## src/rtl/seg_disp_pkg.sv

```systemverilog
// Shared constants and payload types for the multiplexed 7-segment display path.
package seg_disp_pkg;

    localparam int unsigned NUM_DIGITS = 6;
    localparam int unsigned SEG_W      = 7;
    localparam int unsigned BCD_W      = 8;
    localparam int unsigned TGT_W      = 2;

    // Active-low segment patterns, bit order {g,f,e,d,c,b,a}
    localparam logic [SEG_W-1:0] SEG_0    = 7'h40;
    localparam logic [SEG_W-1:0] SEG_1    = 7'h79;
    localparam logic [SEG_W-1:0] SEG_2    = 7'h24;
    localparam logic [SEG_W-1:0] SEG_3    = 7'h30;
    localparam logic [SEG_W-1:0] SEG_4    = 7'h19;
    localparam logic [SEG_W-1:0] SEG_5    = 7'h12;
    localparam logic [SEG_W-1:0] SEG_6    = 7'h02;
    localparam logic [SEG_W-1:0] SEG_7    = 7'h78;
    localparam logic [SEG_W-1:0] SEG_8    = 7'h00;
    localparam logic [SEG_W-1:0] SEG_9    = 7'h10;
    localparam logic [SEG_W-1:0] SEG_DASH = 7'h3F;
    localparam logic [SEG_W-1:0] SEG_OFF  = 7'h7F;

    localparam logic [TGT_W-1:0] TGT_MS10 = 2'b00;
    localparam logic [TGT_W-1:0] TGT_SEC  = 2'b01;
    localparam logic [TGT_W-1:0] TGT_MIN  = 2'b10;
    localparam logic [TGT_W-1:0] TGT_RUN  = 2'b11;

    typedef struct packed {
        logic [BCD_W-1:0] min;
        logic [BCD_W-1:0] sec;
        logic [BCD_W-1:0] ms_10;
    } bcd_time_t;

endpackage

```

## src/rtl/bcd7seg.sv

```systemverilog
// Combinational BCD nibble to active-low 7-segment decoder; non-decimal nibbles show a dash.
module bcd7seg
    import seg_disp_pkg::*;
(
    input  logic [3:0]       nib,
    output logic [SEG_W-1:0] seg_c
);

    always_comb begin
        seg_c = SEG_DASH;
        case (nib)
            4'd0:    seg_c = SEG_0;
            4'd1:    seg_c = SEG_1;
            4'd2:    seg_c = SEG_2;
            4'd3:    seg_c = SEG_3;
            4'd4:    seg_c = SEG_4;
            4'd5:    seg_c = SEG_5;
            4'd6:    seg_c = SEG_6;
            4'd7:    seg_c = SEG_7;
            4'd8:    seg_c = SEG_8;
            4'd9:    seg_c = SEG_9;
            default: seg_c = SEG_DASH;
        endcase
    end

endmodule

```

## src/rtl/seg_scan_display.sv

```systemverilog
// Six-digit multiplexed common-anode display driver with per-frame snapshot,
// edit-field blink and whole-display flash on time-out.
module seg_scan_display
    import seg_disp_pkg::*;
#(
    parameter int unsigned SCAN_DIV  = 50000,
    parameter int unsigned BLANK_CYC = 500,
    parameter int unsigned BLINK_DIV = 12500000
) (
    input  logic                  clk_core,
    input  logic                  rst,
    input  logic [BCD_W-1:0]      min_i,
    input  logic [BCD_W-1:0]      sec_i,
    input  logic [BCD_W-1:0]      ms_10_i,
    input  logic [TGT_W-1:0]      target,
    input  logic                  time_out,
    output logic [NUM_DIGITS-1:0] an,
    output logic [SEG_W-1:0]      seg,
    output logic                  dp
);

    localparam int unsigned SCAN_W  = (SCAN_DIV > 1) ? $clog2(SCAN_DIV) : 1;
    localparam int unsigned BLINK_W = (BLINK_DIV > 1) ? $clog2(BLINK_DIV) : 1;
    localparam int unsigned IDX_W   = 3;

    localparam logic [SCAN_W-1:0]  SCAN_LAST  = SCAN_W'(SCAN_DIV - 1);
    localparam logic [SCAN_W-1:0]  BLANK_LIM  = SCAN_W'(BLANK_CYC);
    localparam logic [BLINK_W-1:0] BLINK_LAST = BLINK_W'(BLINK_DIV - 1);
    localparam logic [IDX_W-1:0]   IDX_LAST   = IDX_W'(NUM_DIGITS - 1);

    logic [SCAN_W-1:0]     scan_cnt;
    logic [IDX_W-1:0]      idx;
    logic [BLINK_W-1:0]    blink_cnt;
    logic                  blink_ph;
    logic [TGT_W-1:0]      tgt_q;
    bcd_time_t             snap;
    bcd_time_t             live;

    logic                  scan_wrap;
    logic [3:0]            nib;
    logic [SEG_W-1:0]      dec_seg;
    logic                  blank;
    logic [NUM_DIGITS-1:0] an_d;
    logic [SEG_W-1:0]      seg_d;
    logic                  dp_d;

    assign live      = '{min: min_i, sec: sec_i, ms_10: ms_10_i};
    assign scan_wrap = (scan_cnt == SCAN_LAST);

    // Digit select, blanking and output pattern for the current slot
    always_comb begin
        nib   = 4'h0;
        blank = 1'b0;
        an_d  = {NUM_DIGITS{1'b1}};
        seg_d = SEG_OFF;
        dp_d  = 1'b1;

        case (idx)
            3'd0:    nib = snap.ms_10[3:0];
            3'd1:    nib = snap.ms_10[7:4];
            3'd2:    nib = snap.sec[3:0];
            3'd3:    nib = snap.sec[7:4];
            3'd4:    nib = snap.min[3:0];
            3'd5:    nib = snap.min[7:4];
            default: nib = 4'h0;
        endcase

        blank = (scan_cnt < BLANK_LIM)
              || (blink_ph && (target != TGT_RUN) && (idx[2:1] == target))
              || (blink_ph && time_out);

        if (!blank) begin
            an_d  = ~(NUM_DIGITS'(1) << idx);
            seg_d = dec_seg;
            dp_d  = !((idx == 3'd2) || (idx == 3'd4));
        end
    end

    bcd7seg u_bcd7seg (
        .nib   (nib),
        .seg_c (dec_seg)
    );

    always_ff @(posedge clk_core) begin
        if (rst) begin
            scan_cnt  <= '0;
            idx       <= '0;
            blink_cnt <= '0;
            blink_ph  <= 1'b0;
            tgt_q     <= target;
            snap      <= live;
            an        <= {NUM_DIGITS{1'b1}};
            seg       <= SEG_OFF;
            dp        <= 1'b1;
        end else begin
            if (scan_wrap) begin
                scan_cnt <= '0;
                idx      <= (idx == IDX_LAST) ? '0 : idx + IDX_W'(1);
            end else begin
                scan_cnt <= scan_cnt + SCAN_W'(1);
            end

            // Frame-boundary snapshot keeps all six digits coherent
            if (scan_wrap && (idx == IDX_LAST)) begin
                snap <= live;
            end

            // A new edit field restarts the blink so it shows for a full half-period
            tgt_q <= target;
            if (target != tgt_q) begin
                blink_cnt <= '0;
                blink_ph  <= 1'b0;
            end else if (blink_cnt == BLINK_LAST) begin
                blink_cnt <= '0;
                blink_ph  <= ~blink_ph;
            end else begin
                blink_cnt <= blink_cnt + BLINK_W'(1);
            end

            an  <= an_d;
            seg <= seg_d;
            dp  <= dp_d;
        end
    end

endmodule

```

## config.mk

```make
export PLATFORM = sky130hd
export DESIGN_NAME = seg_scan_display
export DESIGN_NICKNAME = d
export VERILOG_FILES = /design/src/rtl/seg_disp_pkg.sv /design/src/rtl/bcd7seg.sv /design/src/rtl/seg_scan_display.sv
export SDC_FILE = /design/constraint.sdc
export NUM_CORES = 1
export LEC_CHECK = 0
export CAP_MARGIN = 25
export CORE_MARGIN = 4
export CORE_UTILIZATION = 55
export DETAILED_ROUTE_END_ITERATION = 10
export PLACE_DENSITY = 0.79
export SLEW_MARGIN = 20
export SYNTH_ARGS = -nofsm -noshare
export SYNTH_HDL_FRONTEND = slang
export SYNTH_HIERARCHICAL = 1
export SYNTH_SLANG_ARGS = --single-unit
```

## constraint.sdc

```tcl
create_clock -name clk_core -period 2.45 [get_ports clk_core]
set_input_delay 0.49 -clock clk_core [delete_from_list [all_inputs] [get_ports clk_core]]
set_output_delay 0.49 -clock clk_core [all_outputs]
set_load 0.02 [all_outputs]
```

; ---- Word-level counts from Yosys, hierarchy flattened
; Memories as Yosys holds them, arrays and structs flattened. A register that Yosys moved wholly into a read port is not among the register bits.
; Cells that the tools add are included.
[totals]
reg_bits = 77
latch_bits = 0
mem_bits_rw = 0
mem_bits_ro = 112
memories = 1
[memory_table]
columns = name, depth, width, rd, rd_ports_with_merged_regs, write_ports, line
row1 = (no name shown), 16, 7, 1, 1, 0, bcd7seg.sv:11  ; case (nib)
[op_classes]
add_sub_neg = 3
n_mul = 0
n_div = 0
magnitude_cmp = 1
eq_ne = 10
n_shift = 1
n_mux = 4
bitwise = 2
n_reduce_logical = 14
[op_table]
columns = op, count
row1 = 24-bit two-way mux, 2
row2 = 24-bit by 1-bit adder with 24-bit output (second input constant), 1
row3 = 24-bit == test (second input constant), 1
row4 = 4-bit case mux with 6 select lines, 1
row5 = 16-bit by 1-bit adder with 16-bit output (second input constant), 1
row6 = 16-bit == test (second input constant), 1
row7 = 16-bit by 9-bit < comparator with 1-bit output (second input constant), 1
row8 = 3-bit by 2-bit == test with 1-bit output (second input constant), 2
row9 = 3-bit == test (second input constant), 2
row10 = 6-bit NOT, 1
row11 = 2-bit OR reduction, 3
row12 = 1-bit by 3-bit << shifter with 6-bit output (first input constant), 1
row13 = 1-bit logical AND, 4
row14 = 3-bit by 1-bit adder with 3-bit output (second input constant), 1
row15 = 3-bit by 1-bit == test with 1-bit output (second input constant), 1
row16 = 3-bit zero test, 1
row17 = 1-bit logical OR, 3
row18 = 3-bit two-way mux, 1
row19 = 3-bit OR reduction, 1
row20 = 2-bit == test, 1
row21 = 2-bit inequality test, 1
row22 = 2-bit inequality test (second input constant), 1
row23 = 2-bit nonzero test, 1
row24 = 1-bit zero test, 1
row25 = 1-bit NOT, 1

; ---- Depth between registers and ports, before layout
[depth]
ltp_word = 6
ltp_mapped = 10
depth_no_buf = 9

; ---- Hierarchy
; Netlist, hierarchy kept.
[modules_own_cells]
columns = module, n_inst, cells_per_inst, area_each_um2
row1 = seg_scan_display, 1, 329, 3475.8
row2 = bcd7seg, 1, 31, 240.2

; ---- Worst setup path after synthesis
; Ideal clock, no wire load.
[synth_timing]
kind = register to register
from = register idx[2]
to = register seg[0]
t_arrival_ns = 2.124
setup_slack_ns = 0.206
path_stages_with_launch = 10
synth_period_minus_slack_ns = 2.244
path_cell_list = dfxtp_1 clkbuf_1 and3_1 a21oi_1 o221ai_1 inv_1 ha_1 mux2i_1 a22oi_1 or2_1
[synth_lines]
columns = item, line
row1 = from (decl), seg_scan_display.sv:32  ; logic [IDX_W-1:0] idx;
row2 = from (signal assigned), seg_scan_display.sv:98  ; idx <= (idx == IDX_LAST) ? '0 : idx + IDX_W'(1);
row3 = 3-bit == test (tied with other cells), seg_scan_display.sv:58  ; case (idx)
row4 = 4-bit case mux with 6 select lines (*), seg_scan_display.sv:58
row5 = net nib[1], seg_scan_display.sv:40  ; logic [3:0] nib;
row6 = to (decl), seg_scan_display.sv:18  ; output logic [SEG_W-1:0] seg,
; The timed path passes the listed nets; every way through them passes the cells marked *.
; A chain may end at the register's enable or synchronous reset.

; ---- Worst setup path after layout
[layout_timing]
from = register idx[1]
to = register seg[2]
; Same word-level chain as after synthesis.

==> flow_metrics.env <==
export IMPL_outcome="completed"
export IMPL_crit_type="reg2reg"
export IMPL_crit_start="idx[1]"
export IMPL_clkSinkCount=84
export IMPL_clk_pin_slew_ns=0.08
export IMPL_ys_seq_area_share_pct=51.72
export IMPL_cts_buffers=9
export IMPL_max_cap_viol_count=0
export IMPL_drt_pass1_iter_count=4
export IMPL_pin_count=43
export IMPL_syn_inst=360
export IMPL_floorplan_rows=29
export IMPL_intPower_mw=2.023
export IMPL_drive_gt1_share_pct=9.201
export IMPL_critPathLaunchType="flop"
export IMPL_powerDensity_nw_per_um2=592.7
export IMPL_dieArea_um2=8135
export IMPL_post_route_period_util_pct=92.88
export IMPL_clkPwrFrac_pct=37.5
export IMPL_r2r_slack_ns=0.17
export IMPL_worstHoldPathCells=1
export IMPL_synth_seq_cells=84
export IMPL_synth_edf_count=24
export IMPL_path_cells="and2_1 -> ha_1 -> a221oi_1 -> o21ai_1 -> inv_1 -> ha_1 -> nor3b_1 -> a21o_1 -> or2_1"
export IMPL_overflow=0
export IMPL_max_slew_margin_pct=59.49
export IMPL_yosysTopAreaCell="dfxtp_1"
export IMPL_hp_class="reg2reg"
export IMPL_synth_area_um2=3716
export IMPL_wire_per_inst_um=14.23
export IMPL_fin_nets=445
export IMPL_antenna_cells=0
export IMPL_worst_path_max_fanout=12
export IMPL_ir_worst_vdd_mv=0.4012
export IMPL_syn_area_per_cell_um2=10.32
export IMPL_grt_pass1_wl_um=11690
export IMPL_critPathRequiredTime_ns=2.69
export IMPL_cts_buffer_depth=2
export IMPL_yosysWarnings=6
export IMPL_seq_power_share_pct=56.7
export IMPL_dp_hpwl_um=4979
export IMPL_cp_end_kind="flop"
export IMPL_post_place_ws_ns=0.1726
export IMPL_worst_slew_pin_slew_ns=0.6053
export IMPL_maxSlewViolCount=0
export IMPL_cp_arrival_ns=2.52
export IMPL_finalWirelength_um=6972
export IMPL_switchingPower_mw=0.5975
export IMPL_crit_buf_inv=1
export IMPL_die_w_um=90.20
export IMPL_final_antenna_net_count=0
export IMPL_synth_async_reset_ratio_pct=0
export IMPL_finalWeightedCongestion=0.8739
export IMPL_insertion_delay_ns=0.36
export IMPL_dr_first_iter_drc_count=136
export IMPL_vias_per_cell=5.651
export IMPL_post_cts_setup_buffer_count=0
export IMPL_drc=0
export IMPL_dp_cells=474
export IMPL_antenna_found_initial=0
export IMPL_p_sw_share_pct=22.80
export IMPL_min_period_ns=2.276
export IMPL_crit_top_cell="ha_1"
export IMPL_dieHeight_um=90.20
export IMPL_setup_viol=0
export IMPL_setup_ws_ns=0.1745
export IMPL_stdcell_count=490
export IMPL_fin_setup_tns_ns=0
export IMPL_crit_cells=9
export IMPL_syn_num_nets=397
export IMPL_area_delta_synth_final_pct=18.99
export IMPL_max_freq_mhz=439.5
export IMPL_grt_max_degree=25
export IMPL_ys_top_cells_by_area="dfxtp_1 (32%), edfxtp_1 (19%), nor2_1 (4.2%)"
export IMPL_hold_buffers=0
export IMPL_report_final_hold_viol_count=0
export IMPL_worst_path_max_delay_cell="dfxtp_1"
export IMPL_comb_power_share_pct=5.8
export IMPL_grt_setup_unrepaired="no"
export IMPL_max_stage_delay_ns=0.51
export IMPL_fillers=513
export IMPL_cp_endpoint="seg[2]"
export IMPL_grtUsageTotal_pct=17.70
export IMPL_htreeDepth=3
export IMPL_synthFlopType="dfxtp_1"
export IMPL_ys_types=55
export IMPL_synth_top_area_share_pct=32.32
export IMPL_via_count=2769
export IMPL_reg2reg_depth=9
export IMPL_grt_pass1_vias=2570
export IMPL_skew_ns=0.01001
export IMPL_tritoncts="done"
export IMPL_leakage_nw=1.547
export IMPL_core_area_um2=6459
export IMPL_critPathTopFamily="simple AND/OR/NAND/NOR gates"
export IMPL_reg2reg_to="seg[2]"
export IMPL_numPortBuffers=42
export IMPL_start_util_pct=57.54
export IMPL_cts_root_buf="clkbuf_8"
export IMPL_r2r_start="idx[1]"
## per-layer routing
layer  GRT usage [%]  up-vias  wire length [um]
li1                -     1396                 -
met2           27.01       58              3139
met1           23.06     1300              3329
met4           9.821        0               187
met5               0        -                 0
met3           4.257       15               315
## worst min-delay path by stage
stage / end / slack, ns / startpoint
floorplan: scan_cnt[0] / 0.43 / scan_cnt[0]
global placement: scan_cnt[0] / 0.45 / scan_cnt[0]
detailed placement: scan_cnt[0] / 0.46 / scan_cnt[0]
CTS: scan_cnt[0] / 0.48 / scan_cnt[0]
global route: scan_cnt[0] / 0.52 / scan_cnt[0]
finish: scan_cnt[0] / 0.48 / scan_cnt[0]
## synth_stat cells, types with 4 or more instances
cell type,number
or4_1,5
xor2_1,13
ha_1,8
inv_1,11
nand3_1,12
nand2_1,15
xnor2_1,17
a22oi_1,8
nor3_1,9
dfxtp_1,60
edfxtp_1,24
o21ai_0,12
clkbuf_1,6
or3_1,9
or2_1,9
nor2_1,42
nor4_1,4
nand4_1,11
mux2i_1,4
and3_1,7
a21oi_1,16
and4_1,7
## state kept, by name (all words and copies together) (netlist names)
register,count
an,6
blink_cnt,24
blink_ph,1
idx,3
scan_cnt,16
seg,7
snap,24
tgt_q,2
dp,1
## final cells by class
cell class | count | area (um2) | share of cell area, %
Sequential cell | 84 | 1922 | 43.46
Tap cell | 77 | 96.34 | 2.179
Timing Repair Buffer | 52 | 495.5 | 11.21
Multi-Input combinational cell | 250 | 1665 | 37.66
Clock buffer | 9 | 123.9 | 2.801
Clock inverter | 7 | 77.57 | 1.754
Inverter | 11 | 41.29 | 0.9338
## placed cells by master (no fill, tap or decap), types with 10 or more instances in the layout
cell	n
a21oi_1	16
buf_4	10
clkdlybuf4s50_1	42
dfxtp_1	60
edfxtp_1	24
inv_1	11
nand2_1	15
nand3_1	12
nand4_1	11
nor2_1	42
o21ai_0	11
xnor2_1	17
xor2_1	13
## metrics by stage
stage	utilization, %	area [um2]	hold WS (ns)	power (mW)
finish	68.46	4422	0.4777	2.621
global route	68.46	4422	0.5174	2.733
CTS	68.37	4415	0.4830	2.648
detailed placement	65.25	4214	0.4633	1.669
global placement	65.25	4214	0.4481	1.663
floorplan	-	3716	0.4302	1.601
## worst reg2reg max path, stage by stage, from the launching register on
cell	delay, ns
dfxtp_1	0.51
and2_1	0.19
ha_1	0.26
a221oi_1	0.13
o21ai_1	0.20
inv_1	0.14
ha_1	0.23
nor3b_1	0.14
a21o_1	0.15
or2_1	0.22
## repair_timing
action	CTS	global route
setup endpoints to repair	0	6
hold endpoints to repair	0	0
gates resized for setup	0	2
## kinds of logic after synthesis
kind of cell / after synthesis / synth area share [%]
AOI/OAI and AO/OA: 53 / 9.933
xor gates and xnor gates: 30 / 7.071
adders and majority gates: 8 / 2.694
buffers and inverters: 26 / 3.636
DFF: 84 / 51.72
muxes: 4 / 1.077
and+or+nand+nor: 155 / 23.87
## power by group through the flow
stage	Combinational, mW	Clock, mW	Sequential (mW)
2_1_floorplan	0.0893	0	1.51
3_3_place_gp	0.147	0	1.52
3_5_place_dp	0.152	0	1.52
4_1_cts	0.153	1.01	1.48
5_1_grt	0.170	1.07	1.49
6_report	0.153	0.983	1.48
No activity file was read; power rests on OpenSTA's default activity.
